File: config.mk
export PLATFORM = sky130hd
export DESIGN_NAME = mbist_march_ctrl
export DESIGN_NICKNAME = d
export VERILOG_FILES = /design/src/rtl/mbist_march_ctrl.sv
export SDC_FILE = /design/constraint.sdc
export NUM_CORES = 1
export LEC_CHECK = 0
export CORE_ASPECT_RATIO = 0.6
export CORE_MARGIN = 2
export CORE_UTILIZATION = 45
export CTS_CLUSTER_SIZE = 12
export DETAILED_ROUTE_END_ITERATION = 12
export PLACE_DENSITY = 0.77
export RECOVER_POWER = 25
export SYNTH_ARGS = -nofsm -noshare
export SYNTH_HDL_FRONTEND = slang
export SYNTH_SLANG_ARGS = --single-unit
File: constraint.sdc
create_clock -name clk -period 3 [get_ports clk]
set_clock_uncertainty 0.1 [all_clocks]
set_input_delay 0.3 -clock clk [delete_from_list [all_inputs] [get_ports clk]]
set_output_delay 0.3 -clock clk [all_outputs]
set_load 0.01 [all_outputs]
File: src/rtl/mbist_march_ctrl.sv
// -----------------------------------------------------------------------------
// mbist_march_ctrl
//
// Purpose:
//   MBIST engine that runs a March C- test over words 0..MEM_SIZE-1 of a
//   synchronous single-port memory and logs the mismatching reads for the
//   repair logic.
//
//   March elements (element code -> operation):
//     0 : any-order w0        (ascending)
//     1 : up   (r0,w1)
//     2 : up   (r1,w0)
//     3 : down (r0,w1)
//     4 : down (r1,w0)
//     5 : any-order r0        (ascending)
//
// Ports:
//   clk, rst_n       clock (rising edge), asynchronous active-low reset
//   start            level; accepted only while idle
//   busy             high while the march runs
//   done             sticky completion flag, cleared by the next accepted start
//   pass             done and no mismatches
//   fail_cnt         saturating count of mismatching reads
//   first_fail_addr  address of the first mismatch
//   first_fail_elem  march element of the first mismatch
//   first_fail_data  read data captured at the first mismatch
//   mem_en, mem_we   memory enable / write enable
//   mem_addr         memory address
//   mem_wdata        write data (all-0 or all-1 background)
//   mem_rdata        read data, valid the cycle after a read is issued
// -----------------------------------------------------------------------------
module mbist_march_ctrl #(
  parameter int ADDR_WIDTH = 8,
  parameter int DATA_WIDTH = 8,
  parameter int MEM_SIZE   = 256,
  parameter int CNT_WIDTH  = 8
) (
  input  logic                  clk,
  input  logic                  rst_n,
  input  logic                  start,
  output logic                  busy,
  output logic                  done,
  output logic                  pass,
  output logic [CNT_WIDTH-1:0]  fail_cnt,
  output logic [ADDR_WIDTH-1:0] first_fail_addr,
  output logic [2:0]            first_fail_elem,
  output logic [DATA_WIDTH-1:0] first_fail_data,
  output logic                  mem_en,
  output logic                  mem_we,
  output logic [ADDR_WIDTH-1:0] mem_addr,
  output logic [DATA_WIDTH-1:0] mem_wdata,
  input  logic [DATA_WIDTH-1:0] mem_rdata
);

  typedef enum logic [2:0] {
    S_IDLE = 3'd0,
    S_WR   = 3'd1,
    S_RD   = 3'd2,
    S_CMP  = 3'd3,
    S_DONE = 3'd4
  } state_t;

  localparam logic [ADDR_WIDTH-1:0] LAST_ADDR = ADDR_WIDTH'(MEM_SIZE - 1);

  state_t                 state_r;
  logic [2:0]             elem_r;
  logic                   seen_r;

  logic [DATA_WIDTH-1:0]  exp_s;
  logic                   desc_s;
  logic                   last_addr_s;
  logic [ADDR_WIDTH-1:0]  next_addr_s;
  logic                   mismatch_s;
  logic [CNT_WIDTH-1:0]   fail_cnt_nxt_s;
  logic [2:0]             next_elem_s;

  // First address visited by an element: descending elements begin at the top.
  function automatic logic [ADDR_WIDTH-1:0] elem_start_addr(input logic [2:0] elem);
    logic [ADDR_WIDTH-1:0] a;
    case (elem)
      3'd3, 3'd4: a = LAST_ADDR;
      default:    a = '0;
    endcase
    return a;
  endfunction

  // Expected read background, direction and address/fail-count updates.
  always_comb begin
    exp_s          = '0;
    desc_s         = 1'b0;
    case (elem_r)
      3'd2, 3'd4: exp_s = '1;
      default:    exp_s = '0;
    endcase
    case (elem_r)
      3'd3, 3'd4: desc_s = 1'b1;
      default:    desc_s = 1'b0;
    endcase
    if (desc_s) begin
      last_addr_s = (mem_addr == '0);
      next_addr_s = mem_addr - ADDR_WIDTH'(1);
    end else begin
      last_addr_s = (mem_addr == LAST_ADDR);
      next_addr_s = mem_addr + ADDR_WIDTH'(1);
    end
    mismatch_s  = (mem_rdata != exp_s);
    next_elem_s = elem_r + 3'd1;
    if (mismatch_s && (fail_cnt != '1)) begin
      fail_cnt_nxt_s = fail_cnt + CNT_WIDTH'(1);
    end else begin
      fail_cnt_nxt_s = fail_cnt;
    end
  end

  // March sequencer: state, element/address tracking, memory port and fail log.
  always_ff @(posedge clk or negedge rst_n) begin
    if (!rst_n) begin
      state_r         <= S_IDLE;
      elem_r          <= 3'd0;
      seen_r          <= 1'b0;
      busy            <= 1'b0;
      done            <= 1'b0;
      pass            <= 1'b0;
      fail_cnt        <= '0;
      first_fail_addr <= '0;
      first_fail_elem <= 3'd0;
      first_fail_data <= '0;
      mem_en          <= 1'b0;
      mem_we          <= 1'b0;
      mem_addr        <= '0;
      mem_wdata       <= '0;
    end else begin
      case (state_r)
        S_IDLE: begin
          mem_en <= 1'b0;
          mem_we <= 1'b0;
          if (start) begin
            fail_cnt        <= '0;
            first_fail_addr <= '0;
            first_fail_elem <= 3'd0;
            first_fail_data <= '0;
            done            <= 1'b0;
            pass            <= 1'b0;
            seen_r          <= 1'b0;
            busy            <= 1'b1;
            elem_r          <= 3'd0;
            mem_addr        <= '0;
            // The first w0 is already on the port in the first busy cycle.
            mem_en          <= 1'b1;
            mem_we          <= 1'b1;
            mem_wdata       <= '0;
            state_r         <= S_WR;
          end else begin
            state_r <= S_IDLE;
          end
        end
        S_WR: begin
          if (mem_addr == LAST_ADDR) begin
            elem_r   <= 3'd1;
            mem_addr <= '0;
            mem_en   <= 1'b1;
            mem_we   <= 1'b0;
            state_r  <= S_RD;
          end else begin
            mem_addr <= mem_addr + ADDR_WIDTH'(1);
            mem_en   <= 1'b1;
            mem_we   <= 1'b1;
            state_r  <= S_WR;
          end
        end
        S_RD: begin
          // The CMP cycle carries the write-back of the complemented background.
          if (elem_r == 3'd5) begin
            mem_en <= 1'b0;
            mem_we <= 1'b0;
          end else begin
            mem_en    <= 1'b1;
            mem_we    <= 1'b1;
            mem_wdata <= ~exp_s;
          end
          state_r <= S_CMP;
        end
        S_CMP: begin
          fail_cnt <= fail_cnt_nxt_s;
          if (mismatch_s && !seen_r) begin
            seen_r          <= 1'b1;
            first_fail_addr <= mem_addr;
            first_fail_elem <= elem_r;
            first_fail_data <= mem_rdata;
          end else begin
            seen_r <= seen_r;
          end
          if (last_addr_s && (elem_r == 3'd5)) begin
            busy    <= 1'b0;
            done    <= 1'b1;
            pass    <= (fail_cnt_nxt_s == '0);
            mem_en  <= 1'b0;
            mem_we  <= 1'b0;
            state_r <= S_DONE;
          end else if (last_addr_s) begin
            elem_r   <= next_elem_s;
            mem_addr <= elem_start_addr(next_elem_s);
            mem_en   <= 1'b1;
            mem_we   <= 1'b0;
            state_r  <= S_RD;
          end else begin
            mem_addr <= next_addr_s;
            mem_en   <= 1'b1;
            mem_we   <= 1'b0;
            state_r  <= S_RD;
          end
        end
        S_DONE: begin
          mem_en  <= 1'b0;
          mem_we  <= 1'b0;
          state_r <= S_IDLE;
        end
        default: begin
          busy    <= 1'b0;
          mem_en  <= 1'b0;
          mem_we  <= 1'b0;
          state_r <= S_IDLE;
        end
      endcase
    end
  end

endmodule

==> flow_summary_export.csv <==
group,metric,value,unit
place,port_buffers,58,
logic_synthesis,ys_seq_area_share,41.4,%
global_route,grt_pass1_wl,12500,µm
global_route,grt_use_total,22.0,%
setup_path,cpPeakStageDelay,530,ps
sta,relSlewSlack,28.8,%
setup_path,cp.arrival,2970,ps
sta,final_max_slew_viol_count,0,
global_route,grt_max_degree,49,
logic_synthesis,ys_types,50,
setup_path,end_kind,"flop",
power_and_ir_drop,sw_frac_of_total,22.8,%
cells_and_area,fin_nets,418,
clock_tree,numCtsBuffers,5,
floorplanning,die_y,66.2,µm
cells_and_area,drive_above_1_share,8.00,%
sta,fin_hold_ws,83.9,ps
route,drt-initial-drc-count,172,
cells_and_area,fillers,574,
flow_run,drv_cap,0,
logic_synthesis,yosysMostFrequentCell,"nand2_1",
clock_tree,cts.reportedPaths.clkPinSlew,90,ps
power_and_ir_drop,p_comb_share,5.2,%
logic_synthesis,synthTopCellsByCount,"63 x nand2_1, 48 x dfrtp_1, 45 x o21ai_0, 22 x nor2_1, 20 x clkbuf_1",
clock_tree,clock_latency,300,ps
route,drc,0,
floorplanning,start_util,47.1,%
global_route,grt_pass1_vias,2600,
setup_path,critPathSlowestCell,"or4_1",
route,wirelength,7400,µm
logic_synthesis,yosys.area.top_type_share,41.4,%
logic_synthesis,synth_warnings,0,
setup_path,cp_data_required_time,3060,ps
logic_synthesis,synth-edff-count,0,
logic_synthesis,synth_nets,369,
floorplanning,die_area,7130,µm²
logic_synthesis,syn_inst,350,
setup_path,setup.worst_path.class,"reg2reg",
route,wire_per_inst,15.3,µm
clock_tree,clock_sinks,48,
floorplanning,core_area,6170,µm²
route,dr.pass1.iters,4,
clock_tree,htreeDepth,2,
sta,rsz0062_at_grt,"no",
place,dp_hpwl,5420,µm
logic_synthesis,synth.avg_cell_area,8.30,µm²
global_route,antenna_found_initial,0,
route,num_vias,2753,
power_and_ir_drop,total_power,1.10,mW
power_and_ir_drop,pwr-share-seq,60.0,%
sta,finalCritPeriodShare,96.9,%
cells_and_area,area_delta_synth_final,25.1,%
sta,finalSetupTns,0,ps
sta,setup_viol,0,
route,via_per_inst,5.69,
setup_path,crit_path_start_kind,"flop",
logic_synthesis,syn-cell-area,2900,µm²
power_and_ir_drop,power_density,303,nW/µm²
logic_synthesis,synth_ff_type,"dfrtp_1",
floorplanning,die_w,108,µm
floorplanning,io_pins,59,
sta,post-route-min-period,2910,ps
clock_tree,cts-root-buf,"clkbuf_8",
global_route,grt-ovfl-total,0,
power_and_ir_drop,ir_drop,170,µV
power_and_ir_drop,cellLeakagePower,1.49,nW
floorplanning,fp-row-count,22,
setup_path,path_max_fanout,10,
logic_synthesis,synth.area.top_cells,"dfrtp_1 41%, nand2_1 8.1%, o21ai_0 7.8%",
logic_synthesis,ys_seq_elements,48,
sta,tightestPinTransition,1070,ps
hold_path,hp-class,"in2async",
setup_path,path_cells,"inv_1 -> ha_1 -> mux2_4 -> and4_4 -> or2_4 -> a211o_2 -> o21a_1 -> or4_1",
outcome,status,"finished clean",
power_and_ir_drop,p_int,848,µW
logic_synthesis,synthArstFlopShare,100,%
logic_synthesis,synth_top_cell_by_area,"dfrtp_1",
power_and_ir_drop,p_sw,251,µW
clock_tree,cts_tree,"done",
sta,finalHoldViolCount,0,
place,gp_congestion,0.912,
power_and_ir_drop,p_clk_share,34.8,%
route,ant_nets,0,
cells_and_area,insertedDiodeCount,0,
sta,max_clock_freq,0.344,GHz
clock_tree,clockBufferDepth,2,
cells_and_area,multiInputGateArea,1530,µm²
cells_and_area,final-seq-area,1200,µm²
==> critical path, delay by kind of cell (launching register included) <==
| family | cells | cell delay, ps |
|---|---|---|
| AOI/OAI and AO/OA | 2 | 600 |
| muxes | 1 | 320 |
| buffers and inverters | 1 | 110 |
| DFF | 1 | 440 |
| and+or+nand+nor | 3 | 980 |
| adders and majority gates | 1 | 240 |
==> state kept, by name (all words and copies together) (netlist names), 3 cells and up <==
register,count
fail_cnt,8
first_fail_addr,8
first_fail_data,8
mem_addr,8
elem_r,3
first_fail_elem,3
state_r,3
==> power by group through the flow <==
stage	clock [mW]	sequential [mW]	combinational, mW
after floorplan	0	0.674	0.0110
after global placement	0	0.672	0.0567
after detailed placement	0	0.672	0.0588
after CTS	0.393	0.660	0.0587
after global routing	0.433	0.661	0.0634
final	0.382	0.660	0.0574
==> cells by family (layout without fill, tap and decap cells) <==
kind of cell             Yosys count  in the layout  share of synthesized area [%]
buffers and inverters             38             88                           6.12
AND/OR/NAND/NOR                  151            151                           25.8
adder cells (fa/ha/maj)            8              8                           3.45
AO/OA/AOI/OAI                     89             89                           17.9
flip-flops                        48             48                           41.4
XOR/XNOR                           9              9                           2.71
multiplexers                       7              7                           2.67
==> layer usage <==
metal | share of wire [%] | vias to the layer above | GRT usage (%)
met1 | 48 | 1299 | 31.4
met5 | 0 | - | 0
met3 | 8.3 | 9 | 4.53
met4 | 0.84 | 0 | 3.53
li1 | - | 1331 | -
met2 | 43 | 114 | 35.3
==> per-stage QoR <==
step                setup slack, ps  utilization, %  std cells  area, µm²
CTS                            80.1            58.9        484       3630
detailed placement              111            57.5        476       3540
global placement                191            57.5        476       3540
finish                         91.5            58.9        484       3630
floorplan                       336               -        350       2900
global route                   11.2            58.9        484       3630
==> cell type report <==
type	count	area share, %
Multi-Input combinational cell	264	42.2
Tap cell	84	2.89
Clock buffer	7	2.10
Inverter	9	0.930
Sequential cell	48	33.1
Timing Repair Buffer	71	18.5
Clock inverter	1	0.241
==> cells in the final DEF, fill, tap and decap left out, types with 9 or more instances in the layout <==
master / netlist / layout
buf_4: 7 / 13
nor2_1: 22 / 22
a21oi_1: 18 / 18
o21ai_0: 45 / 45
nor3_1: 12 / 12
dfrtp_1: 48 / 47
inv_1: 9 / 9
nand3_1: 15 / 15
clkdlybuf4s50_1: 0 / 57
nand2_1: 63 / 63
==> path summary, 6_finish.rpt <==
path                                        from                              to  slack [ps]  cells after the start
setup / recovery           elem_r[0]$_DFFE_PN0P_         mem_addr[5]$_DFFE_PN0P_          90                      8
hold / removal                             rst_n  first_fail_addr[5]$_DFFE_PN0P_          80                      1
setup reg to reg           elem_r[0]$_DFFE_PN0P_         mem_addr[5]$_DFFE_PN0P_          90                      8
hold reg to reg                 done$_DFFE_PN0P_                done$_DFFE_PN0P_         410                      2
max in group asynchronous                  rst_n           elem_r[1]$_DFFE_PN0P_        1990                      1
min in group clk                done$_DFFE_PN0P_                done$_DFFE_PN0P_         410                      2
==> timing repair <==
action,CTS,global route
endpoints found under the hold margin,0,0
endpoints found under the setup margin,0,1
buffers inserted,0,0
resized for setup,0,2
hold buffers,0,0
Power figures use the tool's default switching activity.
